<file path="src/rtl/pattern_stream_source_if.sv">
// Byte bus between the pattern stream source and the pattern detector.
interface pattern_stream_source_if;
    logic [7:0] data;
    logic       ack;
    logic       found_pattern;

    modport master (output data, output ack, input found_pattern);
    modport slave  (input data, input ack, output found_pattern);
endinterface

</file>
<file path="src/rtl/pattern_stream_source.sv">
// Sends one 4-byte pattern frame per start request (optionally corrupted), waits for
// the detector's found_pattern, runs the ack release handshake, and tallies hits/misses.
module pattern_stream_source #(
    parameter logic [7:0] P0             = 8'h62,
    parameter logic [7:0] P1             = 8'h6F,
    parameter logic [7:0] P2             = 8'h6D,
    parameter logic [7:0] P3             = 8'h62,
    parameter logic [7:0] FILL_BYTE      = 8'h00,
    parameter int         TIMEOUT        = 8,
    parameter int         ACK_LOW_CYCLES = 2,
    parameter int         CNT_W          = 8
) (
    input  logic                    clk,
    input  logic                    reset_sync,
    input  logic                    start,
    input  logic [2:0]              corrupt_idx,
    pattern_stream_source_if.master bus,
    output logic                    busy,
    output logic                    done,
    output logic [CNT_W-1:0]        hit_count,
    output logic [CNT_W-1:0]        miss_count,
    output logic                    error
);

    typedef enum logic [2:0] {
        IDLE,
        SEND,
        WAIT_FOUND,
        ACK_LOW,
        ACK_REL,
        FINISH
    } state_t;

    localparam logic [7:0] TMR_LAST = 8'(TIMEOUT - 1);
    localparam logic [7:0] CNT_LAST = 8'(ACK_LOW_CYCLES - 1);

    state_t     state, state_n;
    logic [1:0] idx, idx_n;
    logic [7:0] tmr, tmr_n;
    logic [7:0] cnt, cnt_n;
    logic [2:0] corrupt, corrupt_n;
    logic       expect_hit, expect_hit_n;
    logic       hit_inc, miss_inc, err_set;
    logic [7:0] data_n;
    logic       ack_n, busy_n, done_n;

    function automatic logic [7:0] pattern_byte(input logic [1:0] i);
        case (i)
            2'd0:    pattern_byte = P0;
            2'd1:    pattern_byte = P1;
            2'd2:    pattern_byte = P2;
            default: pattern_byte = P3;
        endcase
    endfunction

    function automatic logic [CNT_W-1:0] sat_inc(input logic [CNT_W-1:0] v);
        sat_inc = (&v) ? v : v + 1'b1;
    endfunction

    always_comb begin
        state_n      = state;
        idx_n        = idx;
        tmr_n        = tmr;
        cnt_n        = cnt;
        corrupt_n    = corrupt;
        expect_hit_n = expect_hit;
        hit_inc      = 1'b0;
        miss_inc     = 1'b0;
        err_set      = 1'b0;

        case (state)
            IDLE: begin
                if (start) begin
                    state_n      = SEND;
                    idx_n        = 2'd0;
                    corrupt_n    = corrupt_idx;
                    expect_hit_n = corrupt_idx[2];
                end
            end
            SEND: begin
                if (idx == 2'd3) begin
                    state_n = WAIT_FOUND;
                    tmr_n   = 8'd0;
                end else begin
                    idx_n = idx + 2'd1;
                end
            end
            WAIT_FOUND: begin
                if (bus.found_pattern) begin
                    hit_inc = 1'b1;
                    err_set = !expect_hit;
                    state_n = ACK_LOW;
                    cnt_n   = 8'd0;
                end else if (tmr == TMR_LAST) begin
                    miss_inc = 1'b1;
                    err_set  = expect_hit;
                    state_n  = FINISH;
                end else begin
                    tmr_n = tmr + 8'd1;
                end
            end
            ACK_LOW: begin
                if (cnt == CNT_LAST) begin
                    state_n = ACK_REL;
                end else begin
                    cnt_n = cnt + 8'd1;
                end
            end
            ACK_REL: state_n = FINISH;
            FINISH:  state_n = IDLE;
            default: state_n = IDLE;
        endcase

        // Outputs are computed from the next state so the registered values line up with it.
        data_n = FILL_BYTE;
        if (state_n == SEND) begin
            data_n = pattern_byte(idx_n) ^ {7'd0, ({1'b0, idx_n} == corrupt_n)};
        end
        ack_n  = (state_n != ACK_LOW);
        busy_n = (state_n != IDLE);
        done_n = (state_n == FINISH);
    end

    always_ff @(posedge clk or negedge reset_sync) begin
        if (!reset_sync) begin
            state      <= IDLE;
            idx        <= 2'd0;
            tmr        <= 8'd0;
            cnt        <= 8'd0;
            corrupt    <= 3'd7;
            expect_hit <= 1'b1;
            bus.data   <= FILL_BYTE;
            bus.ack    <= 1'b1;
            busy       <= 1'b0;
            done       <= 1'b0;
            hit_count  <= '0;
            miss_count <= '0;
            error      <= 1'b0;
        end else begin
            state      <= state_n;
            idx        <= idx_n;
            tmr        <= tmr_n;
            cnt        <= cnt_n;
            corrupt    <= corrupt_n;
            expect_hit <= expect_hit_n;
            bus.data   <= data_n;
            bus.ack    <= ack_n;
            busy       <= busy_n;
            done       <= done_n;
            if (hit_inc)  hit_count  <= sat_inc(hit_count);
            if (miss_inc) miss_count <= sat_inc(miss_count);
            if (err_set)  error      <= 1'b1;
        end
    end

endmodule

</file>
<file path="src/flat_wrapper.sv">
// flat-port wrapper written by rule: the top's interface ports become plain ports
module pattern_stream_source_flat 
#(
    parameter logic [7:0] P0             = 8'h62,
    parameter logic [7:0] P1             = 8'h6F,
    parameter logic [7:0] P2             = 8'h6D,
    parameter logic [7:0] P3             = 8'h62,
    parameter logic [7:0] FILL_BYTE      = 8'h00,
    parameter int         TIMEOUT        = 8,
    parameter int         ACK_LOW_CYCLES = 2,
    parameter int         CNT_W          = 8
)
  (clk, reset_sync, start, corrupt_idx, busy, done, hit_count, miss_count, error, bus_data, bus_ack, bus_found_pattern);
  pattern_stream_source_if bus_i ();
  input  logic clk;
  input  logic reset_sync;
  input  logic start;
  input  logic [2:0] corrupt_idx;
  output logic busy;
  output logic done;
  output logic [CNT_W-1:0] hit_count;
  output logic [CNT_W-1:0] miss_count;
  output logic error;
  output wire logic [$bits(bus_i.data)-1:0] bus_data;
  output wire logic [$bits(bus_i.ack)-1:0] bus_ack;
  input wire logic [$bits(bus_i.found_pattern)-1:0] bus_found_pattern;
  assign bus_data = bus_i.data;
  assign bus_ack = bus_i.ack;
  assign bus_i.found_pattern = bus_found_pattern;
  pattern_stream_source #(.P0(P0), .P1(P1), .P2(P2), .P3(P3), .FILL_BYTE(FILL_BYTE), .TIMEOUT(TIMEOUT), .ACK_LOW_CYCLES(ACK_LOW_CYCLES), .CNT_W(CNT_W)) u_core (.clk(clk), .reset_sync(reset_sync), .start(start), .corrupt_idx(corrupt_idx), .bus(bus_i), .busy(busy), .done(done), .hit_count(hit_count), .miss_count(miss_count), .error(error));
endmodule
</file>
<file path="config.mk">
export PLATFORM = sky130hd
export DESIGN_NAME = pattern_stream_source_flat
export DESIGN_NICKNAME = d
export VERILOG_FILES = /design/src/rtl/pattern_stream_source_if.sv /design/src/rtl/pattern_stream_source.sv /design/src/flat_wrapper.sv
export SDC_FILE = /design/constraint.sdc
export NUM_CORES = 1
export LEC_CHECK = 0
export ABC_AREA = 1
export CAP_MARGIN = 0
export CORE_ASPECT_RATIO = 0.5
export CORE_MARGIN = 5
export CORE_UTILIZATION = 59
export CTS_CLUSTER_SIZE = 12
export DETAILED_ROUTE_END_ITERATION = 12
export GPL_TIMING_DRIVEN = 1
export HOLD_SLACK_MARGIN = 0.08
export PLACE_DENSITY = 0.91
export SYNTH_ARGS = -nofsm -noshare
export SYNTH_HDL_FRONTEND = slang
export SYNTH_SLANG_ARGS = --single-unit
</file>
<file path="constraint.sdc">
create_clock -name clk -period 4.4 [get_ports clk]
set_input_delay 0.44 -clock clk [delete_from_list [all_inputs] [get_ports clk]]
set_output_delay 0.44 -clock clk [all_outputs]
set_load 0.005 [all_outputs]
</file>
; ---- Word level (Yosys, flattened, before mapping)
; Index checks and enable logic that the tools add are counted.
[totals]
ff_bits = 53
word_cells = 80
out_inout_bits = 28
inputBits = 7
[classes]
n_reduce_logical = 12
mux = 29
n_bitwise = 3
n_addsub = 5
n_eq_ne = 18
[ops]
columns = operator, count
row1 = $mux W8, 7
row2 = $add A8 B1 Y8 const B, 4
row3 = $pmux W8 S2, 2
row4 = $mux W3, 7
row5 = $reduce_and A8 Y1, 2
row6 = $pmux W3 S5, 1
row7 = $eq A8 B1 Y1 const B, 1
row8 = $eq A8 B3 Y1 const B, 1
row9 = $mux W1, 8
row10 = $ne A2 B2 Y1 const B, 4
row11 = $pmux W4 S2, 1
row12 = $xor A8 B1 Y8, 1
row13 = $eq A3 B1 Y1 const B, 2
row14 = $eq A3 B2 Y1 const B, 2
row15 = $eq A3 B3 Y1 const B, 2
row16 = $reduce_and A2 Y1, 3
row17 = $eq A2 B2 Y1 const B, 2
row18 = $mux W2, 2
row19 = $pmux W2 S2, 1
row20 = $reduce_and A4 Y1, 1
row21 = $reduce_bool A2 Y1, 2
row22 = $eq A2 B3 Y1, 1
row23 = $logic_not A3 Y1, 1
row24 = $ne A3 B2 Y1 const B, 1
row25 = other kinds (7), 8

; ---- Longest topological paths before layout
; Gate-level depths: netlist of the first run.
[depth]
depth_word = 8
mapped_depth = 12
mapped_depth_nobuf = 12

; ---- Least setup slack after synthesis of the first run
; Ideal clock, no wire load.
[synth_timing]
path_type = flip-flop to flip-flop
start = reg u_core.tmr[0]
end = reg u_core.miss_count[5]
period_less_slack_ps = 1582
t_arrival_ps = 1461
path_slack_ps = 2818
t_required_ps = 4278
path_stages_with_launch = 10
path_cell_list = dfrtp_1 -> ha_1 -> nand2_1 -> nor3_2 -> nand2_1 -> nor2_4 -> nand3_1 -> nor2_2 -> nand2_1 -> xor2_1
[synth_between]
elab_chain_cells = 5
[synth_lines]
columns = element, line_no
row1 = from (decl), pattern_stream_source.sv:39  ; logic [7:0] tmr, tmr_n;
row2 = from (signal assigned), pattern_stream_source.sv:142  ; tmr <= tmr_n;
row3 = $eq A8 B3 Y1, pattern_stream_source.sv:94  ; end else if (tmr == TMR_LAST) begin
row4 = $mux W1, pattern_stream_source.sv:94
row5 = $mux W1, pattern_stream_source.sv:89  ; if (bus.found_pattern) begin
row6 = $mux W1, pattern_stream_source.sv:71  ; case (state)
row7 = $reduce_and A2 Y1 (no source line), n/a
row8 = to (signal assigned), pattern_stream_source.sv:151  ; if (miss_inc) miss_count <= sat_inc(miss_count);
row9 = to (decl), pattern_stream_source.sv:21  ; output logic [CNT_W-1:0] miss_count,
; No other way between the ends.
; A chain may end at the register's enable or synchronous reset.

; ---- Worst setup path after layout of the first run
; Ends and elaborated chain as after synthesis.

==> impl_metrics.py, run 1 <==
metrics = {
    "sta": {
        "setup_viol": 0,
        "rsz0062_at_grt": "no",
        "finClkSkew_ns": 0.00971,
        "post-route-period-util": 0.419,
        "max_slew_margin": 0.274,
        "drv_slew": 0,
        "worst_pin_slew_ns": 1.09,
        "clock.fmax_mhz": 543,
        "period_needed_ns": 1.84,
        "finalHoldViolCount": 0,
        "tns_ns": 0,
    },
    "yosys": {
        "synth_cells": 293,
        "avgSynthCellArea_sq_um": 8.84,
        "synth-seq-cells": 49,
        "synth-edff-count": 0,
        "syn-cell-area_sq_um": 2590,
        "synth_top_cells_by_area": "dfrtp_1, nand2_1, dfstp_2",
        "synth_cell_types": 32,
        "netlist.area_leader.share": 0.425,
        "synth_commonest_cells": "nand2_1, dfrtp_1, inv_1, nor2_1, nand3_1",
        "yosysWarnings": 0,
        "async_flop_share": 1.00,
        "ys_seq_area_frac": 0.476,
        "yosys.area.top_type": "dfrtp_1",
        "synth_ff_type": "dfrtp_1",
        "yosysMostFrequentCell": "nand2_1",
    },
    "run": {
        "max_cap_viol_count": 0,
    },
    "place": {
        "dp_hpwl_mm": 3.66,
        "portBuffers": 32,
        "place_congestion": 0.871,
    },
    "global_route": {
        "antenna_found_initial": 0,
        "overflow": 0,
        "grt_max_degree": 50,
        "grt_pass1_vias": 2036,
        "grt_pass1_wl_mm": 9.00,
        "grt_use_total": 0.183,
    },
    "finish": {
        "final_core_util": 0.704,
        "final.fill_count": 302,
        "area_growth_pct": 17.4,
        "diodes": 0,
        "layout.nets": 342,
        "drive_gt1_frac": 0.152,
    },
    "die": {
        "initial_utilization": 0.600,
        "die_h_um": 56.9,
        "die-area_sq_um": 5900,
        "die_w_um": 104,
        "rows": 17,
        "fp.coreArea_sq_um": 4320,
        "io_pins": 35,
    },
    "cts": {
        "hold_buffers": 0,
        "clk_latency_ns": 0.30,
        "cts-root-buf": "clkbuf_8",
        "cts_made_buffers": 5,
        "clock_sinks": 49,
        "clk_path_buf_depth": 2,
        "cts_tree": "yes",
        "cts_setup_buffers": 0,
        "clk_pin_slew_worst_paths_ns": 0.08,
        "htree_levels": 2,
        "cts-resized-gates": 0,
    },
    "route": {
        "drt_iter0_drc": 78,
        "ant_nets": 0,
        "drcViolationCount": 0,
        "num_vias": 2010,
        "viasPerCell": 5.19,
        "wire_per_inst_um": 13.1,
        "first_pass_iters": 4,
        "routed_wl_mm": 5.07,
    },
    "setup_path": {
        "cp-startpoint": "u_core.tmr[0]$_DFFE_PN0P_",
        "r2r_start": "u_core.tmr[0]$_DFFE_PN0P_",
        "r2r_end": "u_core.miss_count[5]$_DFFE_PN0P_",
        "r2r_cells": 9,
        "cp_max_fo": 5,
        "r2r_slack_ns": 2.56,
        "critPathKind": "flip-flop to flip-flop",
        "endpoint_kind": "flip-flop",
        "worstPathRequired_ns": 4.58,
        "startpoint_type": "flip-flop",
        "cp.arrival_ns": 2.02,
    },
    "power": {
        "switchingPower_uw": 741,
        "power_leakage_nw": 1.44,
        "clock_power_share": 0.152,
        "share_comb_of_total_power": 0.455,
        "p_per_area_nw_per_um2": 580,
        "ir_worst_vdd_v": 0.000374,
        "seqPwrFrac": 0.393,
        "p_int_mw": 1.02,
        "p_sw_frac": 0.420,
    },
    "outcome": {
        "outcome": "finished, final reports clean",
    },
    "worst_hold_path": {
        "min_path_type": "input port to asynchronous set/reset pin",
    },
}
-- metrics by stage --
step / instance area, sq um / instances / worst slack [ns] / hold WS, ns / power, mW
2_1_floorplan: 2590 / 294 / 2.82 / 0.144 / 1.26
3_3_place_gp: 2950 / 379 / 2.38 / 0.472 / 1.45
3_5_place_dp: 2950 / 379 / 2.29 / 0.476 / 1.49
4_1_cts: 3040 / 387 / 2.56 / 0.364 / 1.77
5_1_grt: 3040 / 387 / 2.35 / 0.438 / 1.90
6_report: 3040 / 387 / 2.56 / 0.343 / 1.77
-- cells in the final DEF, fill, tap and decap left out, types with 5 or more instances in the layout --
cell / count
clkdlybuf4s50_1: 31
nor3_1: 7
dfrtp_1: 44
inv_2: 9
nand3_1: 17
nor2_2: 7
nand4_1: 9
o21ai_0: 13
nor2_1: 21
nand2_4: 6
ha_1: 6
a21oi_1: 6
inv_1: 33
dfstp_2: 5
xor2_1: 15
clkbuf_8: 6
nand2_1: 61
xnor2_1: 6
-- power groups by stage --
| stage | registers (mW) | clock network (mW) | logic (mW) |
|---|---|---|---|
| floorplan | 0.685 | 0 | 0.573 |
| global placement | 0.692 | 0 | 0.757 |
| detailed placement | 0.698 | 0 | 0.795 |
| CTS | 0.692 | 0.279 | 0.803 |
| global route | 0.712 | 0.293 | 0.899 |
| finish | 0.693 | 0.269 | 0.804 |
-- sequential cells by signal, summed over array words and instances (netlist names), 2 cells and up --
register / cells
u_core.tmr: 8
u_core.state: 3
u_core.idx: 2
u_core.miss_count: 8
u_core.cnt: 8
u_core.hit_count: 8
u_core.corrupt: 3
u_core.bus.data: 4
-- cell families after synthesis --
| logic type | count (synthesis) | share of synthesized area |
|---|---|---|
| AO/OA/AOI/OAI | 27 | 0.0575 |
| multiplexers | 1 | 0.00435 |
| AND/OR/NAND/NOR | 141 | 0.286 |
| buffers and inverters | 47 | 0.0748 |
| adder cells (fa/ha/maj) | 6 | 0.0290 |
| XOR/XNOR | 21 | 0.0710 |
| flip-flops | 49 | 0.476 |
| other | 1 | 0.00145 |
-- worst max-delay path, cell delays in order (launching register included) --
cell	delay, ns
dfrtp_1	0.41
ha_1	0.25
nand2_1	0.11
nor3_2	0.11
nand2_1	0.15
nor2_4	0.17
nand3_1	0.15
nor2_2	0.15
nand2_1	0.09
xor2_1	0.15
-- area by class of cell --
type,instances,area [sq um],area share
multi-input combinational,198,1170,0.384
tap,57,71.3,0.0234
timing repair buffer,32,315,0.104
sequential,49,1230,0.405
inverter,43,164,0.0539
clock buffer,8,90.1,0.0296
-- how the worst max path moves through the flow --
stage / end / slack, ns / cells after the start
floorplan: u_core.miss_count[5]$_DFFE_PN0P_ / 2.82 / 9
global placement: u_core.bus.data[0]$_DFF_PN0_ / 2.38 / 12
detailed placement: u_core.bus.data[0]$_DFF_PN0_ / 2.29 / 12
CTS: u_core.miss_count[5]$_DFFE_PN0P_ / 2.56 / 9
global route: u_core.miss_count[5]$_DFFE_PN0P_ / 2.35 / 9
finish: u_core.miss_count[5]$_DFFE_PN0P_ / 2.56 / 9
-- per-layer routing --
layer	wire (um)	GRT usage	part of all wire
met1	2320	0.225	0.46
met2	2540	0.323	0.50
met3	177	0.0390	0.035
met4	42	0.0627	0.0083
met5	0	0	0
No activity file was read; power rests on OpenSTA's default activity.
==> run 2, diff against run 1 <==
Settings changed: CORE_UTILIZATION 59 to 55, PLACE_DENSITY 0.91 to 0.86.
Clock period 4.4 ns to 1.7 ns, I/O delays scaled along.
==> run 2 against run 1 <==
  * Worst hold slack better by 0.035 ns
  * Setup slack worse by 2.5 ns
  * Utilization is 2.0 points higher
  * Critical path type unchanged
  * Final cell count rose by 4.1%
  * Clock skew grew 0.0048 ns
  * Via count grew 8.1%
  * Register-to-register slack worse by 2.5 ns
==> impl_metrics.py, run 2 (synthesis results as in run 1) <==
metrics = {
    "outcome": {
        "outcome": "finished, final reports clean",
    },
    "setup_path": {
        "path_delay_family": "simple AND/OR/NAND/NOR gates",
        "cp_max_fo": 4,
        "r2r_cells": 9,
        "cp.arrival_ns": 1.86,
        "critPathMaxStageDelay_ns": 0.37,
        "worstPathRequired_ns": 1.90,
        "critPathKind": "flip-flop to flip-flop",
        "startpoint_type": "flip-flop",
        "endpoint_kind": "flip-flop",
        "r2r_start": "u_core.tmr[0]$_DFFE_PN0P_",
        "cp_num_buf_inv": 0,
        "r2r_slack_ns": 0.04,
        "cp_slowest_cell": "dfrtp_1",
        "r2r_end": "u_core.miss_count[5]$_DFFE_PN0P_",
        "cp_cell_sequence": "ha_2, nand2_2, nor3_4, nand2_2, nor2_4, nand3_2, nor2_4, nand2_1, xor2_1",
    },
    "place": {
        "placedCellCount": 386,
        "dp_slack_ns": -0.118,
        "portBuffers": 32,
        "place_congestion": 0.855,
        "dp_hpwl_mm": 4.03,
    },
    "die": {
        "rows": 17,
        "die-area_sq_um": 6270,
        "initial_utilization": 0.580,
        "die_w_um": 107,
        "io_pins": 35,
        "fp.coreArea_sq_um": 4470,
        "die_h_um": 58.5,
    },
    "route": {
        "first_pass_iters": 4,
        "num_vias": 2173,
        "ant_nets": 0,
        "wire_per_inst_um": 14.7,
        "viasPerCell": 5.39,
        "drt_iter0_drc": 153,
        "routed_wl_mm": 5.93,
        "drcViolationCount": 0,
    },
    "finish": {
        "multiInputGateArea_sq_um": 1230,
        "area_growth_pct": 24.9,
        "layout.nets": 358,
        "drive_gt1_frac": 0.234,
        "diodes": 0,
        "final_cell_mix": "nand2_1, dfrtp_1, inv_1",
        "final_core_util": 0.725,
        "final.fill_count": 295,
        "final_common_cell": "nand2_1",
        "seq_area_sq_um": 1230,
        "fin_cells": 403,
    },
    "sta": {
        "tns_ns": 0,
        "post-route-period-util": 0.976,
        "finClkSkew_ns": 0.0145,
        "period_needed_ns": 1.66,
        "clock.fmax_mhz": 602,
        "finalHoldViolCount": 0,
        "setup_viol": 0,
        "drv_slew": 0,
        "layout_setup_ws_ns": 0.0401,
        "rsz0062_at_grt": "yes",
    },
    "power": {
        "share_comb_of_total_power": 0.496,
        "seqPwrFrac": 0.366,
        "power_leakage_nw": 1.52,
        "p_sw_frac": 0.427,
        "p_per_area_nw_per_um2": 1530,
        "clock_power_share": 0.138,
        "p_int_mw": 2.83,
        "switchingPower_mw": 2.11,
        "ir_worst_vdd_v": 0.000992,
    },
    "global_route": {
        "grt_pass1_vias": 2082,
        "antenna_found_initial": 0,
        "grt_max_degree": 50,
        "grt_pass1_wl_mm": 9.37,
        "grt_use_total": 0.188,
        "overflow": 0,
    },
    "cts": {
        "cts-root-buf": "clkbuf_8",
        "clk_pin_slew_worst_paths_ns": 0.10,
        "cts_tree": "yes",
        "cts_made_buffers": 5,
        "clk_path_buf_depth": 2,
        "htree_levels": 2,
        "clk_latency_ns": 0.31,
        "clock_sinks": 49,
    },
    "worst_hold_path": {
        "min_path_type": "input port to asynchronous set/reset pin",
    },
    "run": {
        "max_cap_viol_count": 0,
    },
}
-- run 2: area by class of cell --
type | instances | share of cell area
sequential | 49 | 0.382
multi-input combinational | 198 | 0.381
timing repair buffer | 48 | 0.139
inverter | 43 | 0.0506
clock buffer | 6 | 0.0224
tap | 57 | 0.0220
clock inverter | 2 | 0.00309
-- run 2: worst max-delay path by stage --
stage,start,end,slack [ns],depth (start not counted)
floorplan,u_core.tmr[0]$_DFFE_PN0P_,u_core.miss_count[5]$_DFFE_PN0P_,0.12,9
global placement,start,u_core.bus.data[0]$_DFF_PN0_,-0.03,12
detailed placement,start,u_core.bus.data[0]$_DFF_PN0_,-0.12,12
CTS,u_core.tmr[1]$_DFFE_PN0P_,u_core.miss_count[5]$_DFFE_PN0P_,0.02,9
global route,u_core.cnt[1]$_DFFE_PN0P_,u_core.bus.data[0]$_DFF_PN0_,-0.09,10
finish,u_core.tmr[0]$_DFFE_PN0P_,u_core.miss_count[5]$_DFFE_PN0P_,0.04,9
-- run 2: power groups by stage --
stage	clock network [mW]	logic, mW	registers, mW
final	0.683	2.45	1.81
after global routing	0.762	2.70	1.84
after CTS	0.684	2.22	1.78
after detailed placement	0	2.20	1.80
after global placement	0	2.07	1.78
after floorplan	0	1.48	1.77
-- run 2: worst min-delay path, delay by kind of cell --
| kind | cells | cell delay (ns) |
|---|---|---|
| buffers and inverters | 3 | 0.89 |
-- run 2: timing repair --
action                                 CTS  global route
hold buffers                             1             0
pin swaps                                1             7
cloned                                   0             0
endpoints found under the hold margin   44             0
gates resized for setup                  2            19
buffers inserted                         1             7
setup endpoints to repair                1            15
-- run 2: routing by layer --
layer,up-vias,global-route usage,share of wire
met5,-,0,0
met4,0,0.0692,0.015
met3,8,0.0438,0.047
met2,69,0.334,0.53
met1,1067,0.226,0.41
li1,1029,-,-
-- run 2: per-stage QoR --
step	cell area, sq um	hold slack (ns)	total power, mW
after floorplan	2590	-0.126	3.26
after global placement	3020	0.174	3.85
after detailed placement	3020	0.184	4.01
after CTS	3120	0.391	4.69
after global routing	3240	0.437	5.31
final	3240	0.378	4.94
==> run 3, diff against run 2 <==
Settings changed: REMOVE_ABC_BUFFERS set to 1.
==> run 3 against run 2 <==
  * The run now ends with negative setup slack left
  * Clock power increased by 0.6%
  * Die area unchanged
  * Final area increased by 0.27%
  * Setup slack got worse by 0.050 ns
  * First-iteration DRC count decreased by 55%
  * Highest routed layer unchanged
  * Largest power group unchanged
  * Wire length decreased by 9.5%
  * Sequential cell count unchanged
  * Sequential share of layout area decreased by 0.10 points
  * Combinational power about the same
  * Maximum frequency decreased by 2.9%
  * Critical path depth increased by 1
==> impl_metrics.py, run 3 (synthesis results as in run 1) <==
metrics = {
    "setup_path": {
        "crit_top_cell": "nand2_2",
        "r2r_start": "u_core.tmr[0]$_DFFE_PN0P_",
        "cp_cell_sequence": "ha_2, nand2_2, nor3_2, nand2_2, nor2_4, buf_4, nand2_1, nand2_2, nor2_8, buf_4",
        "cp.arrival_ns": 1.92,
        "cp_slowest_cell": "dfrtp_1",
        "cp_max_fo": 4,
        "path_delay_family": "simple AND/OR/NAND/NOR gates",
        "endpoint_kind": "flip-flop",
        "cp_num_buf_inv": 2,
        "critPathMaxStageDelay_ns": 0.37,
        "startpoint_type": "flip-flop",
        "worstPathRequired_ns": 1.91,
        "cp-startpoint": "u_core.tmr[0]$_DFFE_PN0P_",
        "critPathKind": "flip-flop to flip-flop",
    },
    "sta": {
        "layout_setup_ws_ns": -0.00939,
        "finalHoldViolCount": 0,
        "rsz0062_at_grt": "yes",
        "tns_ns": -0.00939,
        "clock.fmax_mhz": 585,
        "setup_viol": 1,
        "drv_slew": 0,
        "max_slew_margin": 0.596,
        "period_needed_ns": 1.71,
        "post-route-period-util": 1.01,
        "worst_pin_slew_ns": 0.605,
        "finClkSkew_ns": 0.00741,
    },
    "place": {
        "portBuffers": 32,
        "dp_slack_ns": -0.127,
        "placedCellCount": 387,
        "dp_hpwl_mm": 3.62,
        "place_congestion": 0.865,
    },
    "power": {
        "p_per_area_nw_per_um2": 1520,
        "finalPower_mw": 4.93,
        "ir_worst_vdd_v": 0.000822,
        "power_leakage_nw": 1.55,
    },
    "route": {
        "viasPerCell": 5.11,
        "first_pass_iters": 4,
        "num_vias": 2088,
        "drt_iter0_drc": 69,
        "ant_nets": 0,
        "wire_per_inst_um": 13.1,
        "routed_wl_mm": 5.37,
        "drcViolationCount": 0,
    },
    "finish": {
        "final.fill_count": 294,
        "diodes": 0,
        "area_growth_pct": 25.3,
        "layout.nets": 364,
        "multiInputGateArea_sq_um": 1210,
        "final_core_util": 0.727,
        "drive_gt1_frac": 0.236,
        "seq_area_sq_um": 1230,
        "final_cell_mix": "nand2_1, dfrtp_1, inv_1",
        "fin_cells": 409,
        "final_common_cell": "nand2_1",
    },
    "outcome": {
        "outcome": "finished, violations left",
        "violations": "negative setup slack",
    },
    "cts": {
        "cts-root-buf": "clkbuf_8",
        "clock_sinks": 49,
        "cts_tree": "yes",
        "htree_levels": 2,
        "cts_made_buffers": 5,
        "clk_pin_slew_worst_paths_ns": 0.09,
        "clk_latency_ns": 0.31,
        "clk_path_buf_depth": 2,
    },
    "die": {
        "io_pins": 35,
        "fp.coreArea_sq_um": 4470,
        "rows": 17,
        "die-area_sq_um": 6270,
        "die_w_um": 107,
        "die_h_um": 58.5,
        "initial_utilization": 0.580,
    },
    "worst_hold_path": {
        "hp-start": "corrupt_idx[0]",
        "min_path_type": "input port to flip-flop",
    },
    "global_route": {
        "grt_max_degree": 50,
        "antenna_found_initial": 0,
        "grt_use_total": 0.175,
        "grt_pass1_vias": 1915,
        "overflow": 0,
        "grt_pass1_wl_mm": 8.70,
    },
    "run": {
        "max_cap_viol_count": 0,
    },
}
==> run 3: layer usage <==
layer,routed length [um],global-route usage
met4,79,0.0656
met5,0,0
met3,178,0.0329
met2,2660,0.301
met1,2450,0.225
==> run 3: area by class of cell <==
| class | count | share of cell area |
|---|---|---|
| Inverter | 43 | 0.0505 |
| Sequential cell | 49 | 0.380 |
| Tap cell | 57 | 0.0220 |
| Clock buffer | 6 | 0.0224 |
| Clock inverter | 2 | 0.00308 |
| Timing Repair Buffer | 54 | 0.150 |
| Multi-Input combinational cell | 198 | 0.372 |
==> run 3: report_power, final <==
part           switching (mW)  internal [mW]  leakage, nW
registers               0.277           1.52        0.627
logic                    1.36           1.08        0.878
clock network           0.401          0.286       0.0450
==> run 3: path summary, 6_finish.rpt <==
check | slack, ns | depth (start not counted) | end
max in group asynchronous | 0.76 | 3 | u_core.state[2]$_DFF_PN0_
min in group asynchronous | 0.50 | 3 | u_core.bus.data[3]$_DFF_PN0_
hold reg to reg | 0.49 | 1 | u_core.hit_count[6]$_DFFE_PN0P_
setup reg to reg | -0.009 | 10 | u_core.bus.data[5]$_DFF_PN0_
setup / recovery | -0.009 | 10 | u_core.bus.data[5]$_DFF_PN0_
hold / removal | 0.39 | 3 | u_core.corrupt[0]$_DFF_PN1_
==> run 3: per-stage QoR <==
step / hold WS [ns] / cell area (sq um)
after floorplan: -0.126 / 2560
after global placement: 0.297 / 3010
after detailed placement: 0.305 / 3010
after CTS: 0.394 / 3100
after global routing: 0.419 / 3250
final: 0.394 / 3250
==> run 3: timing repair <==
item / 4_1_cts / 5_1_grt
hold buffers: 1 / 0
buffers inserted: 0 / 13
gates resized for setup: 0 / 15
setup endpoints to repair: 0 / 17
hold endpoints to repair: 44 / 0
==> run 3: worst register-to-register path, cell delays in order, from the launching register on <==
cell	delay (ns)
dfrtp_1	0.37
ha_2	0.20
nand2_2	0.07
nor3_2	0.15
nand2_2	0.11
nor2_4	0.18
buf_4	0.13
nand2_1	0.08
nand2_2	0.15
nor2_8	0.07
buf_4	0.13
